===== config.mk =====
export PLATFORM = sky130hd
export DESIGN_NAME = hvtx_tmds_enc
export DESIGN_NICKNAME = d
export VERILOG_FILES = /design/src/rtl/hvtx_tmds_enc.sv
export SDC_FILE = /design/constraint.sdc
export NUM_CORES = 1
export LEC_CHECK = 0
export CAP_MARGIN = 20
export CELL_PAD_IN_SITES_DETAIL_PLACEMENT = 1
export CELL_PAD_IN_SITES_GLOBAL_PLACEMENT = 1
export CORE_ASPECT_RATIO = 0.75
export CORE_MARGIN = 10
export CORE_UTILIZATION = 35
export DETAILED_ROUTE_END_ITERATION = 12
export PLACE_DENSITY = 0.66
export SLEW_MARGIN = 10
export SYNTH_ARGS = -nofsm -noshare
export SYNTH_HDL_FRONTEND = slang
export SYNTH_SLANG_ARGS = --single-unit

===== constraint.sdc =====
create_clock -name i_pclk -period 5.58 [get_ports i_pclk]
set_clock_uncertainty 0.15 [all_clocks]
set_input_delay 0.558 -clock i_pclk [delete_from_list [all_inputs] [get_ports i_pclk]]
set_output_delay 0.558 -clock i_pclk [all_outputs]
set_load 0.01 [all_outputs]

===== src/rtl/hvtx_tmds_enc.sv =====
// hvtx_tmds_enc: one TMDS lane encoder (8b/10b video with running disparity, control codes), latency 2.
// Define HVTX_TERC4_EN to add TERC4 data-island coding selected by i_ade when i_de is low.
module hvtx_tmds_enc #(
   parameter bit OUT_INV = 1'b0
) (
   input  logic       i_pclk,
   input  logic       i_rst,
   input  logic       i_de,
   input  logic [1:0] i_c,
   input  logic [7:0] i_data,
   input  logic       i_ade,
   input  logic [3:0] i_aux,
   output logic [9:0] o_sym
);

   localparam logic [9:0] CTRL_00 = 10'b1101010100;
   localparam logic [9:0] CTRL_01 = 10'b0010101011;
   localparam logic [9:0] CTRL_10 = 10'b0101010100;
   localparam logic [9:0] CTRL_11 = 10'b1010101011;

   typedef enum logic [1:0] {
      MODE_CTRL  = 2'd0,
      MODE_VIDEO = 2'd1,
      MODE_AUX   = 2'd2
   } mode_t;

   function automatic logic [3:0] popcount8(input logic [7:0] v);
      logic [3:0] n;
      n = '0;
      for (int i = 0; i < 8; i++) n = n + {3'b000, v[i]};
      return n;
   endfunction

   function automatic logic [9:0] ctrl_code(input logic [1:0] c);
      logic [9:0] s;
      case (c)
         2'b00:   s = CTRL_00;
         2'b01:   s = CTRL_01;
         2'b10:   s = CTRL_10;
         default: s = CTRL_11;
      endcase
      return s;
   endfunction

`ifdef HVTX_TERC4_EN
   function automatic logic [9:0] terc4_code(input logic [3:0] a);
      logic [9:0] s;
      case (a)
         4'h0:    s = 10'b1010011100;
         4'h1:    s = 10'b1001100011;
         4'h2:    s = 10'b1011100100;
         4'h3:    s = 10'b1011100010;
         4'h4:    s = 10'b0101110001;
         4'h5:    s = 10'b0100011110;
         4'h6:    s = 10'b0110001110;
         4'h7:    s = 10'b0100111100;
         4'h8:    s = 10'b1011001100;
         4'h9:    s = 10'b0100111001;
         4'hA:    s = 10'b0110011100;
         4'hB:    s = 10'b1011000111;
         4'hC:    s = 10'b1010001110;
         4'hD:    s = 10'b1001110001;
         4'hE:    s = 10'b0101100011;
         default: s = 10'b1011000011;
      endcase
      return s;
   endfunction
`else
   logic unused_aux;
   assign unused_aux = ^{i_ade, i_aux};
`endif

   // ---------------------------------------------------------------- stage 1
   mode_t      mode_nxt;
   logic [8:0] qm_nxt;
   logic [3:0] n1d;
   logic       use_xnor;
   logic       acc;

   // NOTE: every always_comb output gets a default first so no path leaves it unassigned (no latch).
   always_comb begin
      mode_nxt = MODE_CTRL;
      if (i_de) mode_nxt = MODE_VIDEO;
`ifdef HVTX_TERC4_EN
      else if (i_ade) mode_nxt = MODE_AUX;
`endif

      n1d      = popcount8(i_data);
      use_xnor = (n1d > 4'd4) || (n1d == 4'd4 && !i_data[0]);
      acc      = i_data[0];
      qm_nxt   = '0;
      qm_nxt[0] = acc;
      for (int i = 1; i < 8; i++) begin
         acc = use_xnor ? ~(acc ^ i_data[i]) : (acc ^ i_data[i]);
         qm_nxt[i] = acc;
      end
      qm_nxt[8] = ~use_xnor;
   end

   mode_t      s1_mode;
   logic [1:0] s1_c;
   logic [8:0] s1_qm;
`ifdef HVTX_TERC4_EN
   logic [3:0] s1_aux;
`endif

   // NOTE: only control state is reset; q_m/aux are datapath and are ignored while the mode is control.
   always_ff @(posedge i_pclk) begin
      s1_qm <= qm_nxt;
`ifdef HVTX_TERC4_EN
      s1_aux <= i_aux;
`endif
      if (i_rst) begin
         s1_mode <= MODE_CTRL;
         s1_c    <= 2'b00;
      end else begin
         s1_mode <= mode_nxt;
         s1_c    <= i_c;
      end
   end

   // ---------------------------------------------------------------- stage 2
   logic [3:0]        n1;
   logic              q8;
   logic signed [4:0] diff;
   logic signed [4:0] cnt;
   logic signed [4:0] cnt_nxt;
   logic [9:0]        sym_nxt;
   logic [9:0]        sym_r;

   always_comb begin
      n1      = popcount8(s1_qm[7:0]);
      q8      = s1_qm[8];
      // diff = N1 - N0 = 2*N1 - 8, always within -8..+8
      diff    = $signed(({1'b0, n1} - 5'd4) << 1);
      cnt_nxt = '0;
      sym_nxt = CTRL_00;
      case (s1_mode)
         MODE_VIDEO: begin
            if (cnt == 5'sd0 || diff == 5'sd0) begin
               sym_nxt = {~q8, q8, q8 ? s1_qm[7:0] : ~s1_qm[7:0]};
               cnt_nxt = q8 ? cnt + diff : cnt - diff;
            end else if ((cnt > 5'sd0 && diff > 5'sd0) || (cnt < 5'sd0 && diff < 5'sd0)) begin
               sym_nxt = {1'b1, q8, ~s1_qm[7:0]};
               cnt_nxt = cnt - diff + (q8 ? 5'sd2 : 5'sd0);
            end else begin
               sym_nxt = {1'b0, q8, s1_qm[7:0]};
               cnt_nxt = cnt + diff - (q8 ? 5'sd0 : 5'sd2);
            end
         end
`ifdef HVTX_TERC4_EN
         MODE_AUX: begin
            sym_nxt = terc4_code(s1_aux);
            cnt_nxt = '0;
         end
`endif
         default: begin
            sym_nxt = ctrl_code(s1_c);
            cnt_nxt = '0;
         end
      endcase
   end

   // Reset loads control code 00 into both output stages so in-flight symbols are discarded.
   // NOTE: sequential state uses non-blocking assignments so every register samples pre-edge values.
   always_ff @(posedge i_pclk) begin
      if (i_rst) begin
         cnt   <= '0;
         sym_r <= CTRL_00;
         o_sym <= CTRL_00 ^ {10{OUT_INV}};
      end else begin
         cnt   <= cnt_nxt;
         sym_r <= sym_nxt;
         o_sym <= sym_r ^ {10{OUT_INV}};
      end
   end

endmodule


==> Word level (Yosys, flattened, before mapping) <==
Cells that the tools add are included.
{ "totals": {"ff_bits": 38, "latch_bits": 0, "ram_bits": 0, "rom_bits": 0, "input_bits": 18, "out_inout_bits": 10, "word_cells": 81, "mem_count": 0} }
{ "classes": {"add_sub_neg": 19, "mul": 0, "n_div": 0, "magnitude_cmp": 5, "eq_ne": 4, "shift": 0, "mux": 18, "n_bitwise": 18, "n_reduce_logical": 11} }
{ "ops": {"columns": ["operator", "n"], "rows": [
  ["4-bit by 1-bit adder with 4-bit output", 8],
  ["10-bit 2-to-1 mux", 3],
  ["10-bit case mux with 3 select lines", 1],
  ["5-bit 2-to-1 mux", 3],
  ["5-bit by 1-bit greater-than comparator with 1-bit output (second input constant)", 2],
  ["5-bit zero test", 2],
  ["5-bit by 1-bit less-than comparator with 1-bit output (second input constant)", 2],
  ["1-bit NOT", 10],
  ["3-bit by 1-bit adder with 4-bit output", 2],
  ["1-bit 2-to-1 mux", 8],
  ["8-bit 2-to-1 mux", 1],
  ["8-bit NOT", 1],
  ["1-bit XOR", 7],
  ["2-bit by 1-bit adder with 3-bit output", 2],
  ["5-bit by 3-bit adder with 5-bit output", 1],
  ["5-bit adder", 1],
  ["5-bit by 3-bit subtractor with 5-bit output", 1],
  ["5-bit subtractor", 1],
  ["1-bit by 1-bit adder with 2-bit output", 2],
  ["2-bit by 1-bit == test with 1-bit output (second input constant)", 2],
  ["4-bit by 3-bit == test with 1-bit output (second input constant)", 1],
  ["4-bit by 3-bit greater-than comparator with 1-bit output (second input constant)", 1],
  ["2-bit 2-to-1 mux", 2],
  ["4-bit by 3-bit subtractor with 4-bit output (second input constant)", 1],
  ["6 further kinds", 10]
]} }

==> Longest topological paths before layout <==
{ "depth": {"depth_word": 29, "depth_mapped": 15, "mapped_depth_nobuf": 14} }

==> Least setup slack after synthesis <==
Ideal clock, no wire load.
{ "synth_path": {"path_type": "register to register", "from": "register s1_qm[0]", "to": "register cnt[2]", "setup_ns": 0.086, "arrival_ns": 3.914, "t_required_ns": 5.344, "setup_slack_ns": 1.431, "path_stages_with_launch": 15, "path_buffers": 0, "synth_period_minus_slack_ns": 4.149, "path_cell_list": "dfxtp_1 fa_1 inv_1 fa_1 fa_1 inv_1 ha_1 fa_1 inv_1 fa_1 ha_1 nand2b_1 a21oi_1 o21bai_1 a211oi_1"} }
{ "synth_via": {"elab_chain_cells": 13, "word_cells_on_any_way": 22, "classes_between": "add/sub: 12; order compare: 2; mux: 3; reduce/logical: 5"} }
{ "synth_rtl": {"columns": ["element", "line", "source"], "rows": [
  ["start, declared", "102", "logic [8:0] s1_qm;"],
  ["start signal, assigned", "109", "s1_qm <= qm_nxt;"],
  ["1-bit by 1-bit adder with 2-bit output *", "30", "for (int i = 0; i < 8; i++) n = n + {3'b000, v[i]};"],
  ["2-bit by 1-bit adder with 3-bit output *", "30", null],
  ["3-bit by 1-bit adder with 4-bit output *", "30", null],
  ["4-bit by 1-bit adder with 4-bit output * (4 in a row)", "30", null],
  ["4-bit by 3-bit subtractor with 4-bit output *", "135", "diff = $signed(({1'b0, n1} - 5'd4) << 1);"],
  ["parallel branches: the longest is 4 deep, another holds 5-bit adder", null, null],
  ["5-bit 2-to-1 mux *", "140", "if (cnt == 5'sd0 || diff == 5'sd0) begin"],
  ["end signal, assigned", "172", "cnt <= cnt_nxt;"],
  ["end, declared", "126", "logic signed [4:0] cnt;"]
]} }
Mark *: on every way between the ends.
A chain may end at the register's enable or synchronous reset.

==> Worst setup path after layout <==
{ "layout_path": {"from": "register s1_qm[0]", "to": "register cnt[4]"} }
The elaborated chain is that of the path after synthesis.

==> metrics.sh <==
NUM_ANTENNA_CELLS=0
GRT-OVFL-TOTAL=0
SYNTH_TOP_CELL_BY_AREA='sky130_fd_sc_hd__dfxtp_1'
FINAL_HPWL_FROM_DETAILED_PLACEMENT_MM=3.87
CRITPATHMOSTFREQUENTCELL='sky130_fd_sc_hd__fa_1'
YS_TYPES=40
CRITICAL_PATH.REG2REG.STARTPOINT='s1_qm[0]$_DFF_P_'
INITIALDRTVIOLATIONCOUNT=63
CRIT_ARRIVAL_NS=4.64
WL_PER_CELL_UM=14.7
CLOCK_LATENCY_NS=0.29
POST_CTS_SIZING_COUNT=0
ANT_NETS=0
SYN_AVG_CELL_AREA_UM2=9.78
TIMING.CRITICAL_PATH.SLOWEST_STAGE_CELL='sky130_fd_sc_hd__fa_1'
MIN_TO='o_sym[6]$_SDFF_PP1_'
PATH_DELAY_FAMILY='adder cells'
POST_DRT_VIA_CELL_RATIO=4.75
CTS_HOLD_BUFFERS=0
HOLD_CLASS='flip-flop to flip-flop'
AREA_DELTA_SYNTH_FINAL_PCT=18.1
CTS_MAX_PATH_BUFFERS=2
POST_CTS_BUFFERS=0
GLOBALPLACE.CONGESTION=0.802
IO_BUFFERS=22
NETLIST_TOP_CELLS_AREA='sky130_fd_sc_hd__dfxtp_1, sky130_fd_sc_hd__ha_1, sky130_fd_sc_hd__fa_1'
CTS.HTREE.LEVELS=2
FP.DIEAREA_UM2=9890
WORSTHOLDSTART='sym_r[6]$_SDFF_PP1_'
SEQUENCE_OF_CELLS_ON_THE_CRITICAL_PATH='fa_1, inv_1, fa_1, fa_1, inv_1, ha_1, fa_1, inv_1, ha_1, o21bai_1, a21oi_1, xor3_1, a31oi_1, o221a_2'
FIRST_GLOBAL_VIAS=1677
CP_DATA_REQUIRED_TIME_NS=5.67
PERIOD_MINUS_SLACK_NS=4.55
DESIGN_AREA_UM2=2600
FILLERINSTANCES=669
SYNTHMOSTINSTANTIATEDCELL='sky130_fd_sc_hd__dfxtp_1'
LEAST_MARGIN_PIN_SLEW_NS=0.764
DIE-HEIGHT_UM=88.7
HOLDPATHSTAGES=1
PERIOD_SHARE_PCT=81.5
MAX_SLEW_MARGIN_PCT=48.9
SYNTH-ASYNC-RESET-RATIO_PCT=0
HOLD_VIOL=0
BOUNDARYPINS=28
DRV_SLEW=0
CRITICAL_PATH.REG2REG.ENDPOINT='cnt[4]$_SDFF_PP0_'
SETUP-VIOLATIONS-FINAL=0
DPL.CELL_COUNT=319
SYNTHCELLS=225
GROUTE.USAGE.OVERALL_PCT=10.2
VIAS=1552
SYN_AREA_UM2=2200
INSTANCES_NO_FILL=327
DRV.MAX_CAP_VIOLATION_COUNT=0
CP.BUFFERS_INVERTERS=3
GRT_PASS1_WL_MM=8.27
WORSTSETUPPATHTYPE='flip-flop to flip-flop'
SYNTH-MAIN-FF-CELL='sky130_fd_sc_hd__dfxtp_1'
RSZ0062_AT_GRT='false'
R2R.WORST_PATH.CELLS=14
PIN_COUNT_OF_THE_BIGGEST_NET_ENTERING_GLOBAL_ROUTING=25
YS_SEQ_ELEMENTS=36
FINISH.NET_COUNT=300
CLOCK.FMAX_MHz=220
SYNTH.TOP_CELLS.BY_COUNT='sky130_fd_sc_hd__dfxtp_1, sky130_fd_sc_hd__inv_1, sky130_fd_sc_hd__ha_1'
DRT-TOTAL-WL_MM=4.81
TIMING.CRITICAL_PATH.TO_TYPE='flip-flop'
POSTPLACECELLAREA_UM2=2490
LAYOUT-DRIVE-GT1-SHARE_PCT=8.84
POST_SYN_NETS=277
STATUS='complete, no violations'
CTS-BUFFERS-INSERTED=5
PATH_CLK_SLEW_NS=0.08
CTS.SINKS=36
ROW_COUNT=24
SYNTH_EDF_COUNT=0
WORST-R2R-SETUP-SLACK_NS=1.03
CRIT_PATH_MAX_FANOUT=4
STARTPOINT_TYPE='flip-flop'
DRCVIOLATIONCOUNT=0
DIE_SPAN_X_UM=112
WORST_STAGE_DELAY_ON_THE_CRITICAL_PATH_NS=0.59
TNS_NS=0
CTS_ROOT_BUF='sky130_fd_sc_hd__clkbuf_8'
INITIAL_UTILIZATION_PCT=37.0
CP.DEPTH=14
CTS_TREE='built'
SYNTH_TOP_AREA_SHARE_PCT=32.8
ANTENNA_FOUND_INITIAL=0
CORE-AREA_UM2=5950
SYNTH.YOSYS.SEQ_AREA_SHARE_PCT=32.8
FIRSTDRTPASSITERS=4
YOSYS_WARNINGS=0
[cell usage in the layout (no fill, tap or decap), drive strengths merged, types with 3 or more instances in the layout]
cell / instances
dfxtp: 36
inv: 34
ha: 23
clkdlybuf4s50: 22
xnor2: 14
fa: 11
a21oi: 10
or2: 9
nor2b: 8
o21ai: 7
nor2: 6
a211oi: 6
a31oi: 6
xor2: 5
nor4: 5
clkbuf: 5
nand3: 4
nand2: 4
nor3: 3
nand2b: 3
mux2i: 3
o21bai: 3
nor3b: 3
or3: 3
[worst register-to-register path, stage by stage (launching register included)]
cell,delay (ns)
sky130_fd_sc_hd__dfxtp_1,0.34
sky130_fd_sc_hd__fa_1,0.53
sky130_fd_sc_hd__inv_1,0.05
sky130_fd_sc_hd__fa_1,0.45
sky130_fd_sc_hd__fa_1,0.49
sky130_fd_sc_hd__inv_1,0.05
sky130_fd_sc_hd__ha_1,0.20
sky130_fd_sc_hd__fa_1,0.59
sky130_fd_sc_hd__inv_1,0.14
sky130_fd_sc_hd__ha_1,0.20
sky130_fd_sc_hd__o21bai_1,0.16
sky130_fd_sc_hd__a21oi_1,0.37
sky130_fd_sc_hd__xor3_1,0.41
sky130_fd_sc_hd__a31oi_1,0.19
sky130_fd_sc_hd__o221a_2,0.19
[per-layer routing]
metal / track usage (%) / vias to the layer above / wire, um
met2: 15.2 / 23 / 2010
met4: 1.75 / 0 / 23
met5: 0 / - / 0
met1: 13.9 / 736 / 2560
met3: 3.45 / 2 / 218
li1: - / 791 / -
[cells by family after synthesis]
kind of cell | Yosys count | share of synthesized area [%]
compound gates | 39 | 11.7
mux | 3 | 1.37
fa+ha+maj | 34 | 23.1
flops | 36 | 32.8
xor+xnor | 21 | 9.67
simple gates | 52 | 14.2
buf+inv | 40 | 7.22
[final cells by class]
type	instances	area [um^2]	area share, %
Multi-Input combinational cell	149	1320	50.8
Sequential cell	36	721	27.7
Timing Repair Buffer	22	220	8.48
Inverter	34	128	4.91
Tap cell	78	97.6	3.76
Clock buffer	5	68.8	2.65
Clock inverter	3	42.5	1.64
[state kept, by name, summed over array words and instances (netlist names)]
register,count
cnt,4
s1_c,2
s1_mode,1
o_sym,10
s1_qm,9
sym_r,10
[worst max path at each step]
stage / endpoint / startpoint / slack [ns]
floorplan: cnt[2]$_SDFF_PP0_ / s1_qm[0]$_DFF_P_ / 1.43
global placement: s1_qm[7]$_DFF_P_ / i_data[0] / 1.07
detailed placement: s1_qm[7]$_DFF_P_ / i_data[0] / 1.04
CTS: cnt[4]$_SDFF_PP0_ / s1_qm[0]$_DFF_P_ / 1.06
global route: cnt[2]$_SDFF_PP0_ / s1_qm[0]$_DFF_P_ / 0.89
finish: cnt[4]$_SDFF_PP0_ / s1_qm[0]$_DFF_P_ / 1.03
[through the flow]
step	setup slack (ns)	hold WS, ns	util (%)
finish	1.03	0.264	43.7
global route	0.885	0.283	43.7
CTS	1.06	0.265	43.7
detailed placement	1.04	0.247	41.8
global placement	1.07	0.242	41.8
floorplan	1.43	0.239	-
Power is left out: the tool's default activity adds up to more than one toggle a clock period on the data nets, which glitch-free logic cannot reach.
==> RTL edit: new RTL, config.mk and constraints unchanged <==
Register the output `o_sym` once more, with the module's reset; this adds one clock of latency there.
--- a/src/rtl/hvtx_tmds_enc.sv
+++ b/src/rtl/hvtx_tmds_enc.sv
@@ -23,6 +23,8 @@
       MODE_VIDEO = 2'd1,
       MODE_AUX   = 2'd2
    } mode_t;
+
+   logic [9:0] o_sym_s0;
 
    function automatic logic [3:0] popcount8(input logic [7:0] v);
       logic [3:0] n;
@@ -167,11 +169,19 @@
       if (i_rst) begin
          cnt   <= '0;
          sym_r <= CTRL_00;
-         o_sym <= CTRL_00 ^ {10{OUT_INV}};
+         o_sym_s0 <= CTRL_00 ^ {10{OUT_INV}};
       end else begin
          cnt   <= cnt_nxt;
          sym_r <= sym_nxt;
-         o_sym <= sym_r ^ {10{OUT_INV}};
+         o_sym_s0 <= sym_r ^ {10{OUT_INV}};
+      end
+   end
+
+   always_ff @(posedge i_pclk) begin
+      if (i_rst) begin
+         o_sym <= '0;
+      end else begin
+         o_sym <= o_sym_s0;
       end
    end
 
Function: changed (a bounded check fails within 4 cycles, from zero or initial values and one cycle with i_rst high).
==> RTL edit against the unedited design <==
  * Sequential cell count increased by 10
  * Routed wire length increased by 7.8%
  * Synthesized cell count is 16% higher
  * Critical path type unchanged
  * Worst setup slack got worse by 350 ps
  * Largest cell class unchanged
  * Non-clock buffer count up 1
  * Cell area increased by 13%
  * Area after synthesis rose by 15%
Power is left out: the tool's default activity adds up to more than one toggle a clock period on the data nets, which glitch-free logic cannot reach.
==> RTL edit: results <==
status:
  outcome: "completed"
critical_path:
  reg2reg_slack_ps: 680
  slowest_delay_ps: 700
  critPathArrivalTime_ps: 4960
  slowest_stage: "or4b_2"
yosys:
  syn_nets: 314
  synth_area_leaders: "dfxtp_1 (36%), ha_1 (11%), fa_1 (8.7%)"
  synth_seq_area_share_pct: 36.3
  avgSynthCellArea_um2: 9.67
  yosys-top-cells-count: "dfxtp_1 (46), inv_1 (35), ha_1 (23), nor2b_1 (18), xnor2_1 (13)"
  ys_types: 44
global_route:
  gr-usage-met3_pct: 2.94
  grt_pass1_vias: 1950
  track_usage_pct: 10.1
  grt_pass1_wl_um: 9400
  grt.met2_usage_pct: 15.1
layout:
  fin_nets: 336
  drive_above_1_share_pct: 8.07
  reg_top3: "o_sym x10, o_sym_s0 x10, sym_r x10"
worst_hold_path:
  hp-start: "sym_r[8]$_SDFF_PP1_"
  min_to: "o_sym_s0[8]$_SDFF_PP1_"
placed_design:
  placed_area_um2: 2840
  hpwl_um: 4120
  post-place-ws_ps: 656
  place_congestion: 0.848
route:
  wl_met2_um: 2150
  met1_length_um: 2760
  viasPerCell: 4.77
  drt_iter0_markers: 68
  drt-total-wl_um: 5180
  dr_wl_met3_um: 234
  vias: 1827
timing:
  max_freq_mhz: 204
  relSlewSlack_pct: 54.9
## RTL edit: cell families after synthesis
group                    count (synthesis)  synth area share (%)
AO/OA/AOI/OAI                           46                  12.5
adder cells (fa/ha/maj)                 34                  20.0
buffers and inverters                   43                  6.77
XOR/XNOR                                18                  6.77
multiplexers                             2                 0.790
AND/OR/NAND/NOR                         73                  16.7
flip-flops                              46                  36.3
## RTL edit: cell type report
cell class                      count  share of cell area, %
Clock buffer                        5                   2.34
Clock inverter                      3                  0.810
Inverter                           35                   4.47
Multi-Input combinational cell    173                   49.1
Sequential cell                    46                   31.4
Tap cell                           98                   4.18
Timing Repair Buffer               23                   7.75
## RTL edit: per-stage QoR
stage          hold slack, ps  util [%]
2_1_floorplan             239         -
3_3_place_gp              243      41.0
3_5_place_dp              245      41.0
4_1_cts                   265      42.4
5_1_grt                   283      42.4
6_report                  264      42.4
